File: config.mk
export PLATFORM = sky130hd
export DESIGN_NAME = frequency_meter
export DESIGN_NICKNAME = d
export VERILOG_FILES = /design/src/rtl/frequency_meter.sv
export SDC_FILE = /design/constraint.sdc
export NUM_CORES = 1
export LEC_CHECK = 0
export CAP_MARGIN = 10
export CORE_MARGIN = 4
export CORE_UTILIZATION = 59
export CTS_BUF_LIST = sky130_fd_sc_hd__clkbuf_8
export CTS_CLUSTER_DIAMETER = 40
export DETAILED_ROUTE_END_ITERATION = 8
export PLACE_DENSITY = 0.85
export SLEW_MARGIN = 20
export SYNTH_ARGS = -nofsm -noshare
export SYNTH_HDL_FRONTEND = slang
export SYNTH_SLANG_ARGS = --single-unit
File: constraint.sdc
create_clock -name clk100MHz -period 4.7 [get_ports clk100MHz]
set_clock_uncertainty 0.05 [all_clocks]
set_input_delay 0.47 -clock clk100MHz [delete_from_list [all_inputs] [get_ports clk100MHz]]
set_output_delay 0.47 -clock clk100MHz [all_outputs]
set_load 0.05 [all_outputs]
File: src/rtl/frequency_meter.sv
// frequency_meter: measures the period of sig_in in clk100MHz cycles and flags a stalled input.
// Optional macro FREQ_METER_AVG_EN publishes the mean of the last four raw periods instead.
module frequency_meter #(
  parameter int PERIOD_W   = 20,
  parameter int MAX_PERIOD = 1_000_000
) (
  input  logic                clk100MHz,
  input  logic                rst,
  input  logic                sig_in,
  output logic [PERIOD_W-1:0] period,
  output logic                period_valid,
  output logic                timeout
);

  typedef enum logic {IDLE, MEASURE} state_t;

  localparam logic [PERIOD_W-1:0] MAX_CNT = PERIOD_W'(MAX_PERIOD);
  localparam logic [PERIOD_W-1:0] ONE     = PERIOD_W'(1);

  state_t              state;
  state_t              state_next;
  logic                s1;
  logic                s2;
  logic                s3;
  logic                rise;
  logic                at_max;
  logic                raw_valid;
  logic                stall;
  logic [PERIOD_W-1:0] cnt;
  logic [PERIOD_W-1:0] cnt_next;

  // s1/s2 resolve metastability; s3 is only the delayed copy used for edge detection.
  always_ff @(posedge clk100MHz) begin
    if (rst) begin
      s1 <= 1'b0;
      s2 <= 1'b0;
      s3 <= 1'b0;
    end else begin
      s1 <= sig_in;
      s2 <= s1;
      s3 <= s2;
    end
  end

  assign rise   = s2 & ~s3;
  assign at_max = (cnt == MAX_CNT);

  always_ff @(posedge clk100MHz) begin
    if (rst) begin
      state <= IDLE;
    end else begin
      state <= state_next;
    end
  end

  always_comb begin
    state_next = state;
    case (state)
      IDLE:    if (rise) state_next = MEASURE;
      MEASURE: if (!rise && at_max) state_next = IDLE;
      default: state_next = IDLE;
    endcase
  end

  // A rise is checked before the limit so a spacing of exactly MAX_PERIOD still reports.
  always_comb begin
    raw_valid = 1'b0;
    stall     = 1'b0;
    cnt_next  = cnt;
    case (state)
      IDLE: begin
        if (rise) cnt_next = ONE;
      end
      MEASURE: begin
        if (rise) begin
          raw_valid = 1'b1;
          cnt_next  = ONE;
        end else if (at_max) begin
          stall    = 1'b1;
          cnt_next = '0;
        end else begin
          cnt_next = cnt + ONE;
        end
      end
      default: cnt_next = '0;
    endcase
  end

  always_ff @(posedge clk100MHz) begin
    if (rst) begin
      cnt <= '0;
    end else begin
      cnt <= cnt_next;
    end
  end

`ifdef FREQ_METER_AVG_EN
  logic [PERIOD_W-1:0] hist0;
  logic [PERIOD_W-1:0] hist1;
  logic [PERIOD_W-1:0] hist2;
  logic [PERIOD_W-1:0] hist3;
  logic [2:0]          fill;
  logic                raw_valid_d;
  logic [PERIOD_W+1:0] sum;
  logic                avg_ready;

  // The history is flushed on a stall so stale periods never mix with the resumed signal.
  always_ff @(posedge clk100MHz) begin
    if (rst) begin
      hist0       <= '0;
      hist1       <= '0;
      hist2       <= '0;
      hist3       <= '0;
      fill        <= '0;
      raw_valid_d <= 1'b0;
    end else begin
      raw_valid_d <= raw_valid;
      if (stall) begin
        hist0 <= '0;
        hist1 <= '0;
        hist2 <= '0;
        hist3 <= '0;
        fill  <= '0;
      end else if (raw_valid) begin
        hist0 <= cnt;
        hist1 <= hist0;
        hist2 <= hist1;
        hist3 <= hist2;
        fill  <= (fill == 3'd4) ? 3'd4 : fill + 3'd1;
      end
    end
  end

  assign sum = {2'b00, hist0} + {2'b00, hist1} + {2'b00, hist2} + {2'b00, hist3};
  assign avg_ready = raw_valid_d && (fill == 3'd4);

  always_ff @(posedge clk100MHz) begin
    if (rst) begin
      period       <= '0;
      period_valid <= 1'b0;
      timeout      <= 1'b0;
    end else begin
      period_valid <= avg_ready;
      if (avg_ready) begin
        period  <= PERIOD_W'(sum >> 2);
        timeout <= 1'b0;
      end else if (stall) begin
        timeout <= 1'b1;
      end
    end
  end
`else
  always_ff @(posedge clk100MHz) begin
    if (rst) begin
      period       <= '0;
      period_valid <= 1'b0;
      timeout      <= 1'b0;
    end else begin
      period_valid <= raw_valid;
      if (raw_valid) begin
        period  <= cnt;
        timeout <= 1'b0;
      end else if (stall) begin
        timeout <= 1'b1;
      end
    end
  end
`endif

endmodule

==> out/metrics.cfg <==
[status]
status = finished clean

[sta]
worst_pin_slew_ns = 0.818
slew_violations = 0
max-slew-margin-rel_pct = 45.3
rsz0062_at_grt = false
fin_tns_setup_ns = 0
setup_violations = 0
fin_crit_ns = 2.25
hold_violations = 0
setup_slack_ns = 2.45
fin_crit_sh_pct = 47.9
fmax_mhz = 445

[floorplan]
rows = 20
die-area_mm2 = 0.00415
io_pins = 25
core_mm2 = 0.00305
die_h_um = 64.5
die_w_um = 64.5
start_util_pct = 61.6

[synthesis]
synth_area_mm2 = 0.00188
synth_seq_area_share_pct = 49.0
synthesis.nets = 197
ys_ff_latch = 46
synth_edf_count = 0
syn_inst = 192
synth.distinct_cells = 44
ys_warn_count = 0
ys_dominant_reg_cell = dfxtp_1
synth.avg_cell_area_um2 = 9.79
synth-async-reset-ratio_pct = 0

[clock_network]
cts_resized = 0
cts_buffers = 5
clock_latency_ns = 0.30
cts_setup_buffers = 0
ctsHoldBuffers = 0
cts_root_buffer = clkbuf_8
htreeDepth = 2
cts_tree = yes
cts_buffer_depth = 2
clkSinkCount = 46
clk_pin_slew_worst_paths_ns = 0.08

[power_and_ir_drop]
power.leakage_nw = 0.804
sequentialPowerShare_pct = 55.7
p_sw_w = 0.000153
p_per_area_mw_per_mm2 = 315
swShare_pct = 21.6
pwr-share-clk_pct = 40.9
comb_power_share_pct = 3.4
p_int_w = 0.000557
vdd_drop_max_uv = 243

[grt]
grt_usage_pct = 20.4
met1_usage_pct = 25.1
use_met2_pct = 33.1
busiest_layer = met2
overflow = 0
grtUsageMet3_pct = 6.24
grt_max_degree = 22
antenna_found_initial = 0
grt_pass1_wl_um = 6610
first_global_vias = 1484

[setup_path]
slowest_delay_ns = 0.59
path_max_fanout = 10
start_kind = input port
crit_type = in2reg
critical_path.slowest_cell = nor2_1
worst_ep_required_time_ns = 4.88
crit_chain = clkdlybuf4s50_1 -> nor2_1 -> nand2_1 -> or4b_1 -> o21ai_0
endpoint_kind = flop
arrival_ns = 2.43

[layout]
layout.nets = 220
drive_above_1_share_pct = 9.72
area_delta_synth_final_pct = 19.7
diodes = 0

[place]
portBuffers = 24
post-place-ws_ns = 2.17
dp_hpwl_um = 2710
place_congestion = 0.846

[min_path]
hold_path.class = reg2reg

[route]
drt_wl_total_um = 3870
avgViaCountPerCell = 5.94
drc_errors = 0
drt-initial-drc-count = 79
wire_per_inst_um = 14.9
antenna_left = 0
firstDrtPassIters = 4
vias = 1545

[flow_run]
maxCapViolations = 0

==> area by class of cell <==
type | count | area (µm²)
clock inverter | 3 | 45.0
clock buffer | 5 | 68.8
inverter | 8 | 30.0
multi-input combinational | 129 | 883
timing repair buffer | 25 | 248
fill | 226 | 802
sequential | 46 | 921
tap | 44 | 55.1
==> stage by stage <==
stage	instance area, µm²	power (W)	std cells	hold slack, ns	util, %
floorplan	1880	0.000420	192	0.364	-
detailed placement	2140	0.000428	252	0.392	70.0
global placement	2130	0.000426	252	0.392	69.8
CTS	2250	0.000714	260	0.414	73.7
finish	2250	0.000710	260	0.407	73.7
global route	2250	0.000735	260	0.422	73.7
==> registers in the layout, summed over array words and instances (netlist names) <==
register      cells
timeout           1
period           20
state             1
period_valid      1
s2                1
cnt              20
s1                1
s3                1
==> cell usage in the layout, fill, tap and decap left out, types with 2 or more instances in the layout <==
cell type / Yosys / final
nor3_4: 1 / 2
nor4_1: 2 / 2
nor2_1: 12 / 12
nand4_1: 8 / 8
a21oi_1: 4 / 4
inv_1: 7 / 7
o21ai_0: 3 / 3
nand3_1: 11 / 11
clkdlybuf4s50_1: 0 / 24
dfxtp_1: 46 / 46
a31oi_1: 4 / 4
and3_1: 4 / 4
xor2_1: 6 / 6
or3_1: 3 / 3
a22o_1: 19 / 19
clkinvlp_4: 0 / 2
clkbuf_8: 0 / 5
nor3_1: 5 / 4
ha_1: 2 / 2
nand2_1: 17 / 17
xnor2_1: 2 / 2
nand2b_1: 2 / 2
nor2b_1: 3 / 3
nor3_2: 2 / 2
==> per-layer routing <==
layer | share of wire [%] | vias up
li1 | - | 755
met4 | 2.0 | 0
met2 | 48 | 60
met1 | 43 | 719
met5 | 0 | -
met3 | 7.0 | 11
==> power by group through the flow <==
stage	Combinational, W	Sequential (W)	Clock, W
2_1_floorplan	0.0000174	0.000403	0
3_3_place_gp	0.0000217	0.000404	0
3_5_place_dp	0.0000237	0.000405	0
4_1_cts	0.0000238	0.000396	0.000295
5_1_grt	0.0000263	0.000396	0.000312
6_report	0.0000241	0.000395	0.000290
==> critical path: cells and delay by family <==
| kind | cells | cell delay, ns |
|---|---|---|
| simple gates | 3 | 1.31 |
| buf+inv | 1 | 0.57 |
| compound gates | 1 | 0.08 |
==> cells by family (layout without fill, tap and decap cells) <==
group / after synthesis / count (layout) / synth area share [%]
adder cells (fa/ha/maj): 2 / 2 / 1.33
flip-flops: 46 / 46 / 49.0
AND/OR/NAND/NOR: 83 / 83 / 26.6
XOR/XNOR: 8 / 8 / 3.73
buffers and inverters: 17 / 41 / 4.66
AO/OA/AOI/OAI: 36 / 36 / 14.7
==> synthesized netlist by cell type, drive strengths merged, types with 5 or more instances <==
master  instances  share of area [%]
xor2            6                2.8
nand4           8                2.7
a22o           20                9.4
dfxtp          46                 49
inv             7                1.4
nor2           12                2.4
clkbuf          5                1.0
nand3          11                2.9
and3            5                1.7
nor3            8                3.3
nand2          17                3.4
==> worst paths after layout <==
check / from / end / slack (ns) / depth (start not counted)
worst max-delay path: rst / cnt[17]$_SDFFE_PP0P_ / 2.45 / 5
worst max register to register: state$_SDFF_PP0_ / period[4]$_SDFFE_PP0P_ / 2.49 / 3
worst min-delay path: s1$_SDFF_PP0_ / s2$_SDFF_PP0_ / 0.41 / 1
worst min register to register: s1$_SDFF_PP0_ / s2$_SDFF_PP0_ / 0.41 / 1
No activity file was read; power rests on OpenSTA's default activity.
